==> config.mk <==
export PLATFORM = sky130hd
export DESIGN_NAME = mcu_decode_scheduler
export DESIGN_NICKNAME = d
export VERILOG_FILES = /design/src/rtl/mcu_decode_scheduler.sv
export SDC_FILE = /design/constraint.sdc
export NUM_CORES = 1
export LEC_CHECK = 0
export BUFFER_PORTS_ARGS = -buffer_cell sky130_fd_sc_hd__buf_2
export CORE_MARGIN = 5
export CORE_UTILIZATION = 57
export DETAILED_ROUTE_END_ITERATION = 8
export PLACE_DENSITY = 0.81
export SYNTH_ARGS = -nofsm -noshare
export SYNTH_HDL_FRONTEND = slang
export SYNTH_SLANG_ARGS = --single-unit
==> constraint.sdc <==
create_clock -name clk -period 4 [get_ports clk]
set_clock_uncertainty 0.05 [all_clocks]
set_input_delay 0.2 -clock clk [delete_from_list [all_inputs] [get_ports clk]]
set_output_delay 0.2 -clock clk [all_outputs]
set_load 0.05 [all_outputs]
==> src/rtl/mcu_decode_scheduler.sv <==
// Frame-level block/MCU sequencer for the JPEG decode pipeline.
// Gates entropy decode, tracks block/channel/MCU position and bounds MCUs in flight with credits.
//
// state | meaning
// IDLE  | waiting for an accepted frame start
// RUN   | entropy decoder enabled, blocks being counted
// STALL | credit limit reached, waiting for a downstream retire
// DRAIN | last MCU decoded, waiting for all MCUs to retire
// DONE  | one-cycle frame completion pulse
module mcu_decode_scheduler #(
    parameter int CREDITS = 2,
    parameter int DIM_W   = 10
) (
    input  logic             clk,
    input  logic             rst,
    input  logic             start,
    input  logic [DIM_W-1:0] mcu_w,
    input  logic [DIM_W-1:0] mcu_h,
    input  logic             sub_mode,
    input  logic             blk_done,
    input  logic             ret_mcu,
    output logic             decode_en,
    output logic [1:0]       ch_sel,
    output logic [2:0]       blk_idx,
    output logic [DIM_W-1:0] mcu_x,
    output logic [DIM_W-1:0] mcu_y,
    output logic             busy,
    output logic             frame_done,
    output logic             err
);

    localparam int OW = $clog2(CREDITS + 1);
    localparam logic [OW-1:0] CRED_MAX = OW'(CREDITS);

    typedef enum logic [2:0] {IDLE, RUN, STALL, DRAIN, DONE} state_t;

    state_t           state_q, state_d;
    logic [DIM_W-1:0] w_q, w_d, h_q, h_d, x_q, x_d, y_q, y_d;
    logic             sub_q, sub_d;
    logic [2:0]       blk_q, blk_d;
    logic [1:0]       ch_q, ch_d;
    logic [OW-1:0]    outst_q, outst_d;
    logic             err_q, err_d, en_q, en_d, busy_q, busy_d, fd_q, fd_d;
    logic [2:0]       last_idx;
    logic             mcu_done, last_mcu, ret_ok;

    always_comb begin
        state_d  = state_q;
        w_d      = w_q;
        h_d      = h_q;
        sub_d    = sub_q;
        x_d      = x_q;
        y_d      = y_q;
        blk_d    = blk_q;
        err_d    = err_q;
        last_idx = sub_q ? 3'd5 : 3'd2;
        mcu_done = (state_q == RUN) && blk_done && (blk_q == last_idx);
        last_mcu = (x_q == w_q - DIM_W'(1)) && (y_q == h_q - DIM_W'(1));
        ret_ok   = ret_mcu && (outst_q != '0);
        outst_d  = outst_q + OW'(mcu_done) - OW'(ret_ok);

        if (blk_done && state_q != RUN) err_d = 1'b1;
        if (ret_mcu && outst_q == '0)   err_d = 1'b1;

        case (state_q)
            IDLE: begin
                if (start) begin
                    if (mcu_w != '0 && mcu_h != '0) begin
                        state_d = RUN;
                        w_d     = mcu_w;
                        h_d     = mcu_h;
                        sub_d   = sub_mode;
                        x_d     = '0;
                        y_d     = '0;
                        blk_d   = '0;
                        outst_d = '0;
                        err_d   = 1'b0;
                    end else begin
                        err_d = 1'b1;
                    end
                end
            end
            RUN: begin
                if (blk_done) blk_d = (blk_q == last_idx) ? 3'd0 : blk_q + 3'd1;
                if (mcu_done) begin
                    // Final position is held so it stays observable through DRAIN.
                    if (last_mcu) begin
                        state_d = DRAIN;
                    end else begin
                        if (x_q == w_q - DIM_W'(1)) begin
                            x_d = '0;
                            y_d = y_q + DIM_W'(1);
                        end else begin
                            x_d = x_q + DIM_W'(1);
                        end
                        if (outst_d == CRED_MAX) state_d = STALL;
                    end
                end
            end
            STALL: if (ret_mcu) state_d = RUN;
            DRAIN: if (outst_d == '0) state_d = DONE;
            DONE:  state_d = IDLE;
            default: state_d = IDLE;
        endcase

        if (sub_d) ch_d = (blk_d < 3'd4) ? 2'd0 : ((blk_d == 3'd4) ? 2'd1 : 2'd2);
        else       ch_d = blk_d[1:0];
        en_d   = (state_d == RUN);
        busy_d = (state_d != IDLE);
        fd_d   = (state_d == DONE);
    end

    always_ff @(posedge clk or negedge rst) begin
        if (!rst) begin
            state_q <= IDLE;
            w_q     <= '0;
            h_q     <= '0;
            sub_q   <= 1'b0;
            x_q     <= '0;
            y_q     <= '0;
            blk_q   <= '0;
            ch_q    <= '0;
            outst_q <= '0;
            err_q   <= 1'b0;
            en_q    <= 1'b0;
            busy_q  <= 1'b0;
            fd_q    <= 1'b0;
        end else begin
            state_q <= state_d;
            w_q     <= w_d;
            h_q     <= h_d;
            sub_q   <= sub_d;
            x_q     <= x_d;
            y_q     <= y_d;
            blk_q   <= blk_d;
            ch_q    <= ch_d;
            outst_q <= outst_d;
            err_q   <= err_d;
            en_q    <= en_d;
            busy_q  <= busy_d;
            fd_q    <= fd_d;
        end
    end

    assign decode_en  = en_q;
    assign ch_sel     = ch_q;
    assign blk_idx    = blk_q;
    assign mcu_x      = x_q;
    assign mcu_y      = y_q;
    assign busy       = busy_q;
    assign frame_done = fd_q;
    assign err        = err_q;

endmodule
==> impl_metrics.toml, run 1 <==
[setup_path]
worstPathRequired_ns = 4.14
crit_type = "flop to flop"
worstSetupEndpointType = "flop"
critPathArrivalTime_ns = 3.77
startpoint_type = "flop"
cp_max_fo = 5

[place]
post_dp_cell_area_mm2 = 0.003756
dp.cells = 512
hpwlAfterDp_um = 6097
place_ws_ns = 0.3819
place.gp.congestion = 0.8526
port_buffers = 54

[drt]
routed_wl_um = 8211
final_antenna_net_count = 0
wl_per_cell_um = 15.76
via_per_inst = 6.010
first_iter_violations = 176
routed-via-count = 3131
dr.pass1.iters = 4
drc = 0

[sta]
slew_headroom_pct = 40.83
worst_pin_slew_ns = 0.8876
tns_ns = 0
fin_crit_sh_pct = 90.93
fin_hold_ws_ns = 0.03612
finalHoldViolCount = 0
final_max_slew_viol_count = 0
period_minus_slack_ns = 3.637
rsz0062_at_grt = "false"
max_freq_ghz = 0.2749
worst_slack_ns = 0.3629
setup_viol = 0

[clock_tree]
htree_num_levels = 2
cts-root-buf = "clkbuf_8"
clk_pin_slew_ns = 0.10
insertion_delay_ns = 0.32
cts_tree = "done"
postCtsSetupRepairBufs = 0
cts_buffer_depth = 2
numCtsBuffers = 5
cts_resized = 0
holdBufCountCts = 1
clock_sinks = 55

[pwr]
p_comb_share_pct = 55.0
ir_drop_mv = 0.4452
leakage_nw = 1.762
p_total_mw = 3.007
p_clk_share_pct = 10.4
swShare_pct = 50.10
p_per_area_mw_per_mm2 = 780.0
p_seq_share_pct = 34.6
switchingPower_mw = 1.507
p_int_mw = 1.501

[synth]
synth_seq_cells = 55
synth_top_area_cell = "dfrtp_1"
synth_top_area_share_pct = 39.63
synthCells = 403
synthAdderAreaFrac_pct = 2.522
synth_top_family_by_area = "simple AND/OR/NAND/NOR gates"
synth_area_leaders = "dfrtp_1 40%, nand2_1 7.0%, xnor2_1 5.0%, nor2_1 2.8%, nand3_1 2.6%"
ys_types = 57
synth_edf_count = 0
synth_mux_area_share_pct = 1.801
yosysWarningCount = 0
synthArstFlopShare_pct = 100.0
synth_area_mm2 = 0.003473
syn_avg_cell_area_um2 = 8.619
dominantRegCellSynth = "dfrtp_1"
synthSimpleGateAreaFrac_pct = 29.57
synth-compound-area-share_pct = 14.19
synth_xor_xnor_area_share_pct = 6.556
synth_fp_nets = 436
ys_seq_area_share_pct = 39.63

[cells_and_area]
design_area_mm2 = 0.003855
final_util_pct = 65.11
num_antenna_cells = 0
nets = 478
syn2layout_area_growth_pct = 10.99
final_cells = 521
fillers = 527
drive_gt1_share_pct = 18.39

[global_route]
grt_start_max_net_pins = 56
grt_overflow = 0
grt_pass1_wl_um = 14130
track_usage_pct = 22.98
antenna_found_initial = 0
grt_pass1_vias = 2984

[job]
max_cap_violations = 0

[min_path]
hold_class = "primary input to flop"

[floorplan]
fp.dieH_um = 88.06
ioPinCount = 55
num_rows = 28
die_w_um = 88.06
fp.coreArea_mm2 = 0.005921
start_util_pct = 58.66
dieArea_mm2 = 0.007755

[run_status]
status = "finished, final reports clean"
-- Yosys cell counts, types with 6 or more instances --
library cell and instances:
dfrtp_1 55, nor3_1 14, nor2b_1 6, inv_1 21, clkbuf_1 20, or4_1 7, xnor2_1 20, ha_1 7
nor2_1 26, nand2_1 65, nand3_1 18, nand4_1 12, a21oi_1 11, o211ai_1 7, xor2_1 6, nor4_1 7
and3_1 7, o31ai_1 8, o21ai_0 11
-- sequential cells by signal, indices dropped and copies added (netlist names) --
name / flops
h_q: 10
mcu_x: 10
mcu_y: 10
w_q: 10
blk_idx: 3
state_q: 3
ch_sel: 2
outst_q: 2
busy: 1
decode_en: 1
err: 1
frame_done: 1
sub_q: 1
-- cell type report --
type	count	area (um^2)	share of cell area [%]
Multi-Input combinational cell	303	1907	49.46
Clock inverter	3	20.02	0.5193
Tap cell	75	93.84	2.434
Sequential cell	55	1376	35.70
Timing Repair Buffer	59	310.3	8.049
Inverter	21	78.83	2.045
Clock buffer	5	68.82	1.785
-- path summary, 6_finish.rpt --
kind / from / end / slack, ns / cells after the start
max: blk_idx[1] / busy / 0.36 / 13
min: mcu_h[7] / h_q[7] / 0.04 / 3
max reg2reg: blk_idx[1] / busy / 0.36 / 13
min reg2reg: err / err / 0.48 / 2
max in group asynchronous: rst / mcu_x[7] / 2.94 / 3
min in group asynchronous: rst / h_q[6] / 0.49 / 3
-- per-layer routing --
| metal | vias to the layer above | GRT usage [%] | wire length [um] | share of wire, % |
|---|---|---|---|---|
| li1 | 1525 | - | - | - |
| met3 | 13 | 3.293 | 493 | 6.0 |
| met5 | - | 0 | 0 | 0 |
| met2 | 101 | 37.67 | 3941 | 48 |
| met4 | 0 | 8.104 | 136 | 1.7 |
| met1 | 1492 | 31.19 | 3639 | 44 |
-- worst max-delay path, stage by stage, from the launching register on --
cell and delay, ns:
dfrtp_1 0.43, and4b_1 0.28, a31oi_1 0.08, or3_1 0.48, ha_1 0.32, inv_1 0.04, ha_1 0.18, xor2_1 0.15
xnor2_1 0.27, nand3b_1 0.17, nor2b_1 0.17, o21ai_0 0.06, or4b_2 0.61, nand4bb_1 0.22
-- cells by family after synthesis --
kind of cell             after synthesis
flip-flops                            55
XOR/XNOR                              26
adder cells (fa/ha/maj)                7
AO/OA/AOI/OAI                         68
buffers and inverters                 45
AND/OR/NAND/NOR                      196
multiplexers                           6
-- power groups by stage --
stage,clock network (mW),registers [mW],logic [mW]
6_report,0.313,1.04,1.65
5_1_grt,0.345,1.08,1.83
4_1_cts,0.324,1.03,1.65
3_5_place_dp,0,1.05,1.65
3_3_place_gp,0,1.03,1.58
2_1_floorplan,0,1.18,1.14
-- cells in the final DEF (no fill, tap or decap), types with 4 or more instances in the layout --
master    netlist  layout
nand2_1        65      65
dfrtp_1        55      55
buf_2           0      54
nor2_1         26      25
inv_1          21      21
xnor2_1        20      20
nand3_1        18      18
nor3_1         14      14
nand4_1        12      12
o21ai_0        11      11
a21oi_1        11      11
o31ai_1         8       8
and3_1          7       7
or4_1           7       7
o211ai_1        7       7
ha_1            7       7
nor4_1          7       6
xor2_1          6       6
nor2b_1         6       6
clkbuf_8        0       5
or3_1           4       4
and2_1          4       4
nand2b_1        4       4
nand3b_1        4       4
mux2i_1         4       4
a221oi_1        4       4
buf_4           1       4
Note: power is estimated with default switching activity, not from simulation.
==> inputs of run 2 (changes only) <==
--- a/config.mk
+++ b/config.mk
@@ -11,4 +11,5 @@
 export DETAILED_ROUTE_END_ITERATION = 8
 export PLACE_DENSITY = 0.81
+export RECOVER_POWER = 100
 export SYNTH_ARGS = -nofsm -noshare
 export SYNTH_HDL_FRONTEND = slang
==> constraint.sdc (replaced) <==
create_clock -name clk -period 4 [get_ports clk]
set_clock_uncertainty 0.05 [all_clocks]
set_input_delay 0.8 -clock clk [delete_from_list [all_inputs] [get_ports clk]]
set_output_delay 0.8 -clock clk [all_outputs]
set_load 0.05 [all_outputs]
==> run 2 against run 1 <==
Effect of this change: the run now ends with max-capacitance violations, max-slew violations left; power rose by 0.13%; non-clock buffer count did not move; final area fell by 1.4%; routed wire length rose by 4.4%; clock-buffer cell count rose by 1; first-iteration DRC count fell by 2.3%; critical path depth did not move; die area did not move; clock power rose by 6.4%; largest power group unchanged; highest routed layer unchanged.
==> impl_metrics.toml, run 2 (synthesized netlist as in run 1, its figures left out) <==
[global_route]
grt_pass1_wl_um = 14670
grt_overflow = 0
grt_pass1_vias = 3165
track_usage_pct = 23.68
antenna_found_initial = 0
grt_start_max_net_pins = 44

[setup_path]
path_cells = "and4b_1, a31oi_1, or3_1, ha_1, inv_1, ha_1, xor2_1, xnor2_1, nand3b_1, nor2b_1, o21ai_0, or4b_2, nand4bb_1"
crit_buf_inv = 1
startpoint_type = "flop"
slowest_stage = "or4b_2"
critPathTopFamily = "simple AND/OR/NAND/NOR gates"
critPathArrivalTime_ns = 3.82
crit_type = "flop to flop"
cp_max_fo = 5
worst_path_largest_cell_delay_ns = 0.63
worstPathRequired_ns = 4.13
worstSetupEndpointType = "flop"
cpMostUsedCell = "ha_1"

[pwr]
leakage_nw = 1.661
p_total_mw = 3.011
ir_drop_mv = 0.3786
p_per_area_mw_per_mm2 = 791.8

[clock_tree]
htree_num_levels = 2
insertion_delay_ns = 0.31
numCtsBuffers = 5
holdBufCountCts = 0
clock_sinks = 55
cts_buffer_depth = 2
clk_pin_slew_ns = 0.10
postCtsSetupRepairBufs = 0
cts_resized = 0
cts_tree = "done"
cts-root-buf = "clkbuf_8"

[cells_and_area]
nets = 478
layout_commonest_cell = "nand2_1"
num_antenna_cells = 0
final_cell_mix = "65 x nand2_1, 55 x dfrtp_1, 34 x clkbuf_1"
final_cells = 521
syn2layout_area_growth_pct = 9.474
drive_gt1_share_pct = 10.54

[floorplan]
start_util_pct = 58.66
ioPinCount = 55
dieArea_mm2 = 0.007755
die_w_um = 88.06
num_rows = 28
fp.coreArea_mm2 = 0.005921
fp.dieH_um = 88.06

[drt]
dr_wl_met2_um = 4270
routed_wl_um = 8572
route.met3.wl_um = 430
top_layer_used = "met4"
final_antenna_net_count = 0
drc = 0
wl_met1_um = 3759
first_iter_violations = 172
dr.pass1.iters = 4
wl_per_cell_um = 16.45
via_per_inst = 6.134
routed-via-count = 3196

[sta]
worst_pin_slew_ns = 2.372
fin_crit_sh_pct = 92.16
final_max_slew_viol_count = 80
rsz0062_at_grt = "false"
max_freq_ghz = 0.2713
setup_viol = 0
finalHoldViolCount = 0
tns_ns = 0
period_minus_slack_ns = 3.686
slew_headroom_pct = -58.15

[run_status]
violations = "max-capacitance violations, max-slew violations"
status = "finished, violations left"

[place]
port_buffers = 54
dp.cells = 513
hpwlAfterDp_um = 6272
place.gp.congestion = 0.8989

[job]
max_cap_violations = 2

[min_path]
hold_class = "flop to flop"
## run 2: path summary, 6_finish.rpt
check	end	from	cells after the start	slack, ns
max	busy	blk_idx[1]	13	0.31
min	err	err	2	0.48
max reg2reg	busy	blk_idx[1]	13	0.31
min reg2reg	err	err	2	0.48
max in group asynchronous	state_q[0]	rst	2	1.25
min in group asynchronous	h_q[6]	rst	1	1.14
## run 2: stage by stage
| stage | hold slack, ns | util [%] | area [um^2] | setup WS, ns |
|---|---|---|---|---|
| 3_5_place_dp | 0.4499 | 63.57 | 3764 | 0.1930 |
| 4_1_cts | 0.4773 | 65.24 | 3862 | 0.3448 |
| 5_1_grt | 0.5330 | 64.22 | 3802 | 0.1376 |
| 2_1_floorplan | 0.4165 | - | 3473 | 0.3496 |
| 3_3_place_gp | 0.4353 | 63.57 | 3764 | 0.3480 |
| 6_report | 0.4786 | 64.22 | 3802 | 0.3136 |
## run 2: power breakdown
part / internal (mW) / switching, mW / leakage (nW)
Clock: 0.142 / 0.191 / 0.0474
Sequential: 0.754 / 0.291 / 0.670
Combinational: 0.599 / 1.03 / 0.944
## run 2: worst reg2reg max path, delay by kind of cell (launching register included)
| kind | cells | cell delay (ns) |
|---|---|---|
| XOR/XNOR | 2 | 0.49 |
| adder cells (fa/ha/maj) | 2 | 0.48 |
| AO/OA/AOI/OAI | 2 | 0.14 |
| flip-flops | 1 | 0.43 |
| buffers and inverters | 1 | 0.04 |
| AND/OR/NAND/NOR | 6 | 1.92 |
## run 2: area by class of cell
| cell class | count | area [um^2] |
|---|---|---|
| Timing Repair Buffer | 59 | 255.2 |
| Inverter | 21 | 78.83 |
| Clock inverter | 2 | 16.27 |
| Clock buffer | 6 | 82.58 |
| Multi-Input combinational cell | 303 | 1899 |
| Fill cell | 548 | 2118 |
| Tap cell | 75 | 93.84 |
| Sequential cell | 55 | 1376 |
## run 2: routing by layer
| layer | track usage (%) | vias to the layer above |
|---|---|---|
| li1 | - | 1523 |
| met1 | 30.34 | 1591 |
| met2 | 41.78 | 72 |
| met3 | 3.951 | 10 |
| met4 | 5.769 | 0 |
| met5 | 0 | - |
==> inputs of run 3 (changes only) <==
- GPL_TIMING_DRIVEN: default -> 0
==> run 3 against run 2 <==
Effect of this change: the flow still finishes with violations (max-capacitance violations, max-slew violations); register-to-register slack about the same; final area increased by 2.4%; clock-buffer cell count decreased by 1; first-iteration DRC count decreased by 10%; routed wire length decreased by 0.58%; critical path type unchanged; critical endpoint unchanged.
==> impl_metrics.toml, run 3 (synthesized netlist as in run 1, its figures left out) <==
[job]
max_cap_violations = 1

[setup_path]
worstPathRequired_ns = 4.15
slowest_stage = "or4b_2"
worst_path_largest_cell_delay_ns = 0.66
cpMostUsedCell = "ha_1"
path_cells = "or2_2, clkbuf_1, or3_1, ha_1, inv_1, ha_1, xor2_1, xnor2_2, nand3b_1, nor2b_1, o21ai_0, or4b_2, nand4bb_1"
cp_max_fo = 7
crit_type = "flop to flop"
crit_buf_inv = 2
critPathArrivalTime_ns = 3.85
critPathTopFamily = "simple AND/OR/NAND/NOR gates"
worstSetupEndpointType = "flop"
r2r_slack_ns = 0.30
startpoint_type = "flop"

[drt]
routed_wl_um = 8522
routed-via-count = 3240
via_per_inst = 6.000
first_iter_violations = 154
wl_per_cell_um = 15.78
drc = 0
dr.pass1.iters = 5
final_antenna_net_count = 0

[cells_and_area]
layout_commonest_cell = "nand2_1"
nets = 497
drive_gt1_share_pct = 10.32
final_cell_mix = "65 x nand2_1, 55 x dfrtp_1, 52 x clkbuf_1"
final_util_pct = 65.79
fillers = 526
num_antenna_cells = 0
syn2layout_area_growth_pct = 12.14

[global_route]
grt_pass1_vias = 3114
antenna_found_initial = 0
grtUsageMet2_pct = 37.88
busiest_layer = "met2"
grt_start_max_net_pins = 56
grt_pass1_wl_um = 14480
met1_usage_pct = 32.26
met3_usage_pct = 4.327
track_usage_pct = 23.51
grt_overflow = 0

[sta]
slew_headroom_pct = -96.39
tns_ns = 0
fin_crit_sh_pct = 92.40
max_freq_ghz = 0.2706
rsz0062_at_grt = "false"
worst_pin_slew_ns = 2.946
setup_viol = 0
final_max_slew_viol_count = 56
period_minus_slack_ns = 3.696
finalHoldViolCount = 0

[clock_tree]
postCtsSetupRepairBufs = 0
holdBufCountCts = 0
clock_sinks = 55
numCtsBuffers = 5
clk_pin_slew_ns = 0.11
cts_resized = 0
insertion_delay_ns = 0.33
htree_num_levels = 2
cts_buffer_depth = 2
cts-root-buf = "clkbuf_8"
cts_tree = "done"

[run_status]
violations = "max-capacitance violations, max-slew violations"
status = "finished, violations left"

[floorplan]
dieArea_mm2 = 0.007755
num_rows = 28
ioPinCount = 55
fp.dieH_um = 88.06
die_w_um = 88.06
fp.coreArea_mm2 = 0.005921
start_util_pct = 58.66

[place]
hpwlAfterDp_um = 6325
place.gp.congestion = 0.9151
port_buffers = 54

[min_path]
hold_class = "flop to flop"

[pwr]
p_per_area_mw_per_mm2 = 788.3
p_total_mw = 3.070
leakage_nw = 1.701
ir_drop_mv = 0.5053
[run 3: cell count changes in the layout (fill, tap and decap cells not counted), moves of 2 or more]
cell      before  now
buf_2         24   22
buf_6          0    2
clkbuf_1      34   52
inv_6          0    2
[run 3: worst paths after layout]
check	startpoint	to	cells past startpoint
min	w_q[9]	w_q[9]	2
max in group asynchronous	rst	mcu_x[9]	1
max reg2reg	state_q[2]	busy	13
min in group asynchronous	rst	h_q[6]	1
min reg2reg	w_q[9]	w_q[9]	2
max	state_q[2]	busy	13
[run 3: cell type report]
class	count	area, um^2	area share [%]
multi-input combinational	303	1901	48.80
sequential	55	1376	35.34
timing repair buffer	54	230.2	5.911
buffer	24	120.1	3.084
tap	75	93.84	2.409
inverter	21	78.83	2.024
clock buffer	5	68.82	1.767
clock inverter	3	26.28	0.6746
[run 3: per-layer routing]
metal  wire (um)  vias to the layer above
met5           0                        -
met2        4029                      123
met3         616                       12
li1            -                     1576
met4         134                        0
met1        3741                     1529
[run 3: worst min-delay path: cells and delay by family, from the launching register on]
kind / cells / cell delay [ns]
and+or+nand+nor: 2 / 0.12
DFF: 1 / 0.38
[run 3: power breakdown]
| group | internal, mW | switching, mW | leakage [nW] |
|---|---|---|---|
| clock | 0.129 | 0.201 | 0.0491 |
| sequential | 0.754 | 0.219 | 0.670 |
| combinational | 0.647 | 1.12 | 0.983 |
| total | 1.53 | 1.54 | 1.70 |
[run 3: per-stage QoR]
| step | instances | hold slack [ns] | area [um^2] | setup slack, ns |
|---|---|---|---|---|
| floorplan | 403 | 0.4165 | 3473 | 0.3496 |
| global placement | 532 | 0.4430 | 3837 | 0.2231 |
| detailed placement | 532 | 0.4504 | 3837 | 0.1804 |
| CTS | 540 | 0.4747 | 3933 | 0.2472 |
| global route | 540 | 0.5228 | 3895 | 0.08385 |
| finish | 540 | 0.4700 | 3895 | 0.3040 |
